$ cat src/rtl/ndma_pkg.sv
// NanoDMA shared types: read-engine state encoding and bus geometry helper.
package ndma_pkg;

   typedef enum logic [1:0] {
      RD_IDLE  = 2'd0,
      RD_ISSUE = 2'd1,
      RD_DRAIN = 2'd2
   } ndma_rd_state_e;

   // Bytes carried by one bus beat; also the address increment between words.
   function automatic int unsigned beat_bytes(input int unsigned data_width);
      return data_width / 8;
   endfunction

endpackage

$ cat src/rtl/ndma_credit_ctr.sv
// NanoDMA outstanding-read counter: up/down, saturating at 0 and MaxCount.
// A simultaneous increment and decrement leaves the count unchanged.
module ndma_credit_ctr #(
   parameter int unsigned MaxCount = 2,
   parameter int unsigned CntBits  = $clog2(MaxCount + 1)
) (
   input  logic               clk_i,
   input  logic               rst_i,
   input  logic               inc_i,
   input  logic               dec_i,
   output logic [CntBits-1:0] count_o,
   output logic               at_max_o
);

   logic [CntBits-1:0] count_q;
   logic [CntBits-1:0] count_d;

   // Next count: only a lone inc or lone dec moves it, never past the limits.
   always_comb begin
      count_d = count_q;
      if (inc_i && !dec_i && (count_q != CntBits'(MaxCount))) begin
         count_d = count_q + CntBits'(1);
      end else if (dec_i && !inc_i && (count_q != '0)) begin
         count_d = count_q - CntBits'(1);
      end
   end

   // Count register.
   always_ff @(posedge clk_i) begin
      if (rst_i) begin
         count_q <= '0;
      end else begin
         count_q <= count_d;
      end
   end

   assign count_o  = count_q;
   assign at_max_o = (count_q == CntBits'(MaxCount));

endmodule

$ cat src/rtl/ndma_obi_reader.sv
// NanoDMA read engine: issues OBI word reads from a programmed source address
// and pushes the returned words into the data FIFO, gated by FIFO free space.
// Optional build macro NDMA_RD_ERR_ABORT_EN: on an error response stop issuing,
// discard remaining beats, then finish with done_o/err_o. Without it the
// transfer always runs to completion and err_o reports any erred beat.
module ndma_obi_reader
   import ndma_pkg::*;
#(
   parameter int unsigned DataWidth      = 32,
   parameter int unsigned AddrWidth      = 32,
   parameter int unsigned MaxTxSize      = 256,
   parameter int unsigned MaxOutstanding = 2,
   parameter int unsigned FifoDepth      = 4,
   parameter int unsigned TxCntBits      = $clog2(MaxTxSize + 1),
   parameter int unsigned OutBits        = $clog2(MaxOutstanding + 1),
   parameter int unsigned FreeBits       = $clog2(FifoDepth + 1)
) (
   input  logic                   clk_i,
   input  logic                   rst_i,
   input  logic                   start_i,
   input  logic [AddrWidth-1:0]   src_addr_i,
   input  logic [TxCntBits-1:0]   len_i,
   output logic                   busy_o,
   output logic                   done_o,
   output logic                   err_o,
   output logic                   obi_req_o,
   input  logic                   obi_gnt_i,
   output logic [AddrWidth-1:0]   obi_addr_o,
   output logic                   obi_we_o,
   output logic [DataWidth/8-1:0] obi_be_o,
   input  logic                   obi_rvalid_i,
   input  logic [DataWidth-1:0]   obi_rdata_i,
   input  logic                   obi_err_i,
   input  logic [FreeBits-1:0]    fifo_free_i,
   output logic                   push_o,
   output logic [DataWidth-1:0]   data_o
);

   localparam int unsigned         BeatBytes   = beat_bytes(DataWidth);
   localparam logic [AddrWidth-1:0] AddrStep    = AddrWidth'(BeatBytes);
   localparam logic [AddrWidth-1:0] AddrLowMask = AddrWidth'(BeatBytes - 1);
`ifdef NDMA_RD_ERR_ABORT_EN
   localparam bit AbortEn = 1'b1;
`else
   localparam bit AbortEn = 1'b0;
`endif

   ndma_rd_state_e         state_q, state_d;
   logic [AddrWidth-1:0]   addr_q, addr_d;
   logic [TxCntBits-1:0]   remaining_q, remaining_d;
   logic                   req_hold_q, req_hold_d;
   logic                   err_q, err_d;
   logic                   zero_done_q, zero_done_d;
   logic                   push_q, push_d;
   logic [DataWidth-1:0]   data_q, data_d;

   logic [OutBits-1:0]     out_cnt;
   logic                   out_at_max;
   logic                   rsp_valid;
   logic                   abort_now;
   logic                   credit_ok;
   logic                   req;
   logic                   hs;
   logic                   fsm_done;
   logic                   fsm_busy;

   // Granted-but-unanswered reads; a grant and a response in one cycle cancel.
   ndma_credit_ctr #(
      .MaxCount (MaxOutstanding),
      .CntBits  (OutBits)
   ) u_credit (
      .clk_i    (clk_i),
      .rst_i    (rst_i),
      .inc_i    (hs),
      .dec_i    (rsp_valid),
      .count_o  (out_cnt),
      .at_max_o (out_at_max)
   );

   // Request gating, response capture and the IDLE/ISSUE/DRAIN sequencer.
   always_comb begin
      // Responses with nothing outstanding (e.g. stragglers after reset) are dropped.
      rsp_valid = obi_rvalid_i && (out_cnt != '0);
      abort_now = AbortEn && (err_q || (rsp_valid && obi_err_i));
      // Every in-flight beat plus the word being pushed now needs a FIFO slot,
      // since fifo_free_i only reflects a push one cycle later.
      credit_ok = (32'(out_cnt) + 32'(push_q)) < 32'(fifo_free_i);
      // A raised request is held until granted, whatever the gating does meanwhile.
      req       = (state_q == RD_ISSUE) &&
                  (req_hold_q ||
                   ((remaining_q != '0) && !out_at_max && credit_ok && !abort_now));
      hs        = req && obi_gnt_i;

      state_d     = state_q;
      addr_d      = addr_q;
      remaining_d = remaining_q;
      req_hold_d  = req_hold_q;
      err_d       = err_q || (rsp_valid && obi_err_i);
      zero_done_d = 1'b0;
      push_d      = rsp_valid && !abort_now;
      data_d      = rsp_valid ? obi_rdata_i : data_q;
      fsm_done    = 1'b0;
      fsm_busy    = 1'b0;

      case (state_q)
         RD_IDLE: begin
            if (start_i) begin
               err_d      = 1'b0;
               req_hold_d = 1'b0;
               if (len_i != '0) begin
                  addr_d      = src_addr_i & ~AddrLowMask;
                  remaining_d = len_i;
                  state_d     = RD_ISSUE;
               end else begin
                  zero_done_d = 1'b1;
               end
            end
         end
         RD_ISSUE: begin
            fsm_busy   = 1'b1;
            req_hold_d = req && !obi_gnt_i;
            if (hs) begin
               addr_d      = addr_q + AddrStep;
               remaining_d = remaining_q - TxCntBits'(1);
            end
            if ((hs && (remaining_q == TxCntBits'(1))) ||
                (abort_now && (!req || obi_gnt_i))) begin
               req_hold_d = 1'b0;
               state_d    = RD_DRAIN;
            end
         end
         RD_DRAIN: begin
            if ((out_cnt == '0) && !push_q) begin
               fsm_done = 1'b1;
               state_d  = RD_IDLE;
            end else begin
               fsm_busy = 1'b1;
            end
         end
         default: begin
            state_d = RD_IDLE;
         end
      endcase
   end

   // State, address/length tracking and the registered FIFO write port.
   always_ff @(posedge clk_i) begin
      if (rst_i) begin
         state_q     <= RD_IDLE;
         addr_q      <= '0;
         remaining_q <= '0;
         req_hold_q  <= 1'b0;
         err_q       <= 1'b0;
         zero_done_q <= 1'b0;
         push_q      <= 1'b0;
         data_q      <= '0;
      end else begin
         state_q     <= state_d;
         addr_q      <= addr_d;
         remaining_q <= remaining_d;
         req_hold_q  <= req_hold_d;
         err_q       <= err_d;
         zero_done_q <= zero_done_d;
         push_q      <= push_d;
         data_q      <= data_d;
      end
   end

   assign busy_o     = fsm_busy;
   assign done_o     = fsm_done || zero_done_q;
   assign err_o      = fsm_done && err_q;
   assign obi_req_o  = req;
   assign obi_addr_o = addr_q;
   assign obi_we_o   = 1'b0;
   assign obi_be_o   = '1;
   assign push_o     = push_q;
   assign data_o     = data_q;

endmodule

$ cat config.mk
export PLATFORM = sky130hd
export DESIGN_NAME = ndma_obi_reader
export DESIGN_NICKNAME = d
export VERILOG_FILES = /design/src/rtl/ndma_pkg.sv /design/src/rtl/ndma_credit_ctr.sv /design/src/rtl/ndma_obi_reader.sv
export SDC_FILE = /design/constraint.sdc
export NUM_CORES = 1
export LEC_CHECK = 0
export CORE_ASPECT_RATIO = 1.25
export CORE_MARGIN = 5
export CORE_UTILIZATION = 40
export DETAILED_ROUTE_END_ITERATION = 10
export GPL_TIMING_DRIVEN = 0
export PLACE_DENSITY = 0.73
export SLEW_MARGIN = 20
export SYNTH_ARGS = -nofsm -noshare
export SYNTH_HDL_FRONTEND = slang
export SYNTH_SLANG_ARGS = --single-unit
$ cat constraint.sdc
create_clock -name clk_i -period 4.62 [get_ports clk_i]
set_input_delay 0.924 -clock clk_i [delete_from_list [all_inputs] [get_ports clk_i]]
set_output_delay 0.924 -clock clk_i [all_outputs]
set_load 0.02 [all_outputs]
==> results.yml <==
cells_and_area:
  multiInputGateArea_um2: 2441
  diodes: 0
  drive_above_1_share_pct: 6.019
  nNetsFinal: 819
  fillerInstances: 981
  fin_util_pct: 59.17
  seqCellArea_um2: 1582
  area_growth_pct: 45.70
synth:
  syn_inst: 564
  ys_types: 62
  netlist_area_um2: 4268
  synth_edf_count: 0
  synth_flop_cell: "dfxtp_1"
  synth-warning-count: 0
  synth_sequential_area_ratio_pct: 37.06
  synth.area.top_cells: "dfxtp_1, nand2_1, a21oi_1, o21ai_0, ha_1"
  post-synth-top-count-cell: "nand2_1"
  async_flop_share_pct: 0
  synth_top_family_by_area: "compound AO/OA/AOI/OAI gates"
  netlist.top_cell.by_area: "dfxtp_1"
  synth_compound_area_share_pct: 26.12
  synth_top_area_share_pct: 37.06
  synthXorXnorAreaFrac_pct: 0
  synth-seq-cells: 79
  synth_common_cells: "nand2_1, dfxtp_1, a21oi_1"
  synthSimpleGateAreaFrac_pct: 25.83
  syn-mean-instance-area_um2: 7.567
  synthAdderAreaFrac_pct: 3.225
  synth_mux_area_share_pct: 1.407
die:
  die_h_um: 125.5
  rows: 42
  io_pins: 156
  core_area_um2: 10510
  start_util_pct: 40.61
  die_area_um2: 12850
  die_w_um: 102.4
pwr:
  vdd_drop_max_mv: 0.2219
  p_leak_nw: 2.158
  finalPower_mw: 3.487
  p_per_area_nw_per_um2: 560.7
timing:
  hold_viol_final: 0
  max_freq_ghz: 0.2420
  period_share_pct: 89.43
  worst-slew-pin-transition_ns: 0.7228
  rsz0062_at_grt: "false"
  setup-tns-final_ns: 0
  finalMaxSlewViolations: 0
  clock_skew_ns: 0.006617
  relSlewSlack_pct: 51.82
  setup_viol: 0
  period_minus_slack_ns: 4.132
detailed_routing:
  via_count: 4835
  wl_per_cell_um: 17.76
  routed_via_density: 5.603
  wl_met3_um: 1756
  routed.top_layer: "met4"
  wl_met2_um: 7511
  drtIter0Drc: 315
  firstDrtPassIters: 7
  drc_errors: 0
  drt-met1-wl_um: 5694
  drt-total-wl_um: 15320
  antenna_left: 0
critical_path:
  critPathMaxStageDelay_ns: 0.61
  critPathMaxFanout: 8
  cp.arrival_ns: 3.21
  start_kind: "input port"
  crit_path_cell_trace: "clkdlybuf4s50_1, inv_1, ha_1, nand2_1, o221ai_1, o31a_1, nor2_1, clkdlybuf4s50_1"
  worstPathRequired_ns: 3.70
  slowest_stage: "clkdlybuf4s50_1"
  cp_common_cell: "clkdlybuf4s50_1"
  path_class: "input port to output pin"
  endpoint_kind: "output pin"
clock_network:
  cts_tree: "built"
  cts_resized: 0
  numCtsBuffers: 9
  post-cts-setup-buffers: 0
  cts_root_buf: "clkbuf_16"
  clock_latency_ns: 0.33
  h-tree-depth: 3
  cts_hold_buf: 0
  cts_max_path_buffers: 2
  cts.clk_slew.worst_paths_ns: 0.06
  cts_sinks: 79
placement:
  dp_hpwl_um: 11580
  place_congestion: 0.9455
  portBuffers: 146
grt:
  grt_pass1_vias: 4873
  grt_max_degree: 16
  grt_pass1_wl_um: 24230
  antenna_found_initial: 0
  groute.usage.overall_pct: 23.68
  grt_overflow: 0
min_path:
  hp-class: "flop to flop"
run_status:
  status: "finished clean"
flow_run:
  cap_violations: 0
-- worst paths after layout --
| kind | start | end | slack, ns | cells past startpoint |
|---|---|---|---|---|
| worst max-delay path | fifo_free_i[2] | obi_req_o | 0.49 | 8 |
| worst min-delay path | data_o[9] | data_o[9] | 0.46 | 2 |
| worst max register to register | u_credit.count_o[0] | obi_addr_o[11] | 1.52 | 10 |
| worst min register to register | data_o[9] | data_o[9] | 0.46 | 2 |
-- logic make-up after synthesis --
kind of cell | count (synthesis)
DFF | 79
buffers and inverters | 58
other | 2
adders and majority gates | 11
muxes | 6
and+or+nand+nor | 229
AOI/OAI and AO/OA | 179
-- stage by stage --
step	area (um2)	cells	hold slack, ns	setup WS, ns
5_1_grt	6218	863	0.4784	0.3834
2_1_floorplan	4287	569	0.4521	1.538
6_report	6218	863	0.4568	0.4885
3_3_place_gp	5913	847	0.4416	0.5013
4_1_cts	6218	863	0.4585	0.4628
3_5_place_dp	5913	847	0.4465	0.4687
-- registers in the layout (all words and copies together) (netlist names) --
signal            flops
u_credit.count_o      2
data_o               32
err_q                 1
state_q               2
zero_done_q           1
push_o                1
obi_addr_o           30
req_hold_q            1
remaining_q           9
-- cell type report --
type	instances	area share [%]
Multi-Input combinational cell	432	39.26
Sequential cell	79	25.43
Timing Repair Buffer	146	23.50
Clock buffer	9	3.622
Buffer	39	3.099
Tap cell	132	2.656
Clock inverter	7	1.288
Inverter	19	1.147
-- worst max-delay path, delay by kind of cell --
family / cells / cell delay [ns]
fa+ha+maj: 1 / 0.29
compound gates: 2 / 0.69
simple gates: 2 / 0.19
buf+inv: 3 / 1.11
-- cells in the final DEF, fill, tap and decap left out, types with 3 or more instances in the layout --
cell type / count
o31ai_1: 3
nor2b_1: 10
ha_1: 11
a21oi_1: 75
conb_1: 7
nand3_1: 18
nor3_1: 22
clkdlybuf4s50_1: 146
o32ai_1: 4
nand4_1: 5
nand2_1: 106
o22ai_1: 4
mux2i_1: 6
a211oi_1: 11
a22oi_1: 5
and4_1: 5
buf_2: 5
clkbuf_1: 23
buf_4: 8
inv_6: 3
nor4_1: 6
and2_1: 6
nor2_1: 27
clkbuf_16: 9
o21ai_0: 30
a21o_1: 3
or2_2: 3
o2bb2ai_1: 3
o21a_1: 6
o31a_1: 3
or3_1: 3
inv_1: 18
dfxtp_1: 79
and3_1: 5
a31oi_1: 10
-- per-layer routing --
layer	track usage [%]	up-vias
met5	0	-
met4	10.66	0
met3	7.131	32
met2	40.07	261
met1	27.00	2190
li1	-	2352
-- power breakdown --
group	switching [mW]	internal [mW]	leakage, nW
Combinational	1.04	0.676	1.37
Clock	0.307	0.425	0.143
Sequential	0.187	0.847	0.644
No activity file was read; power rests on OpenSTA's default activity.
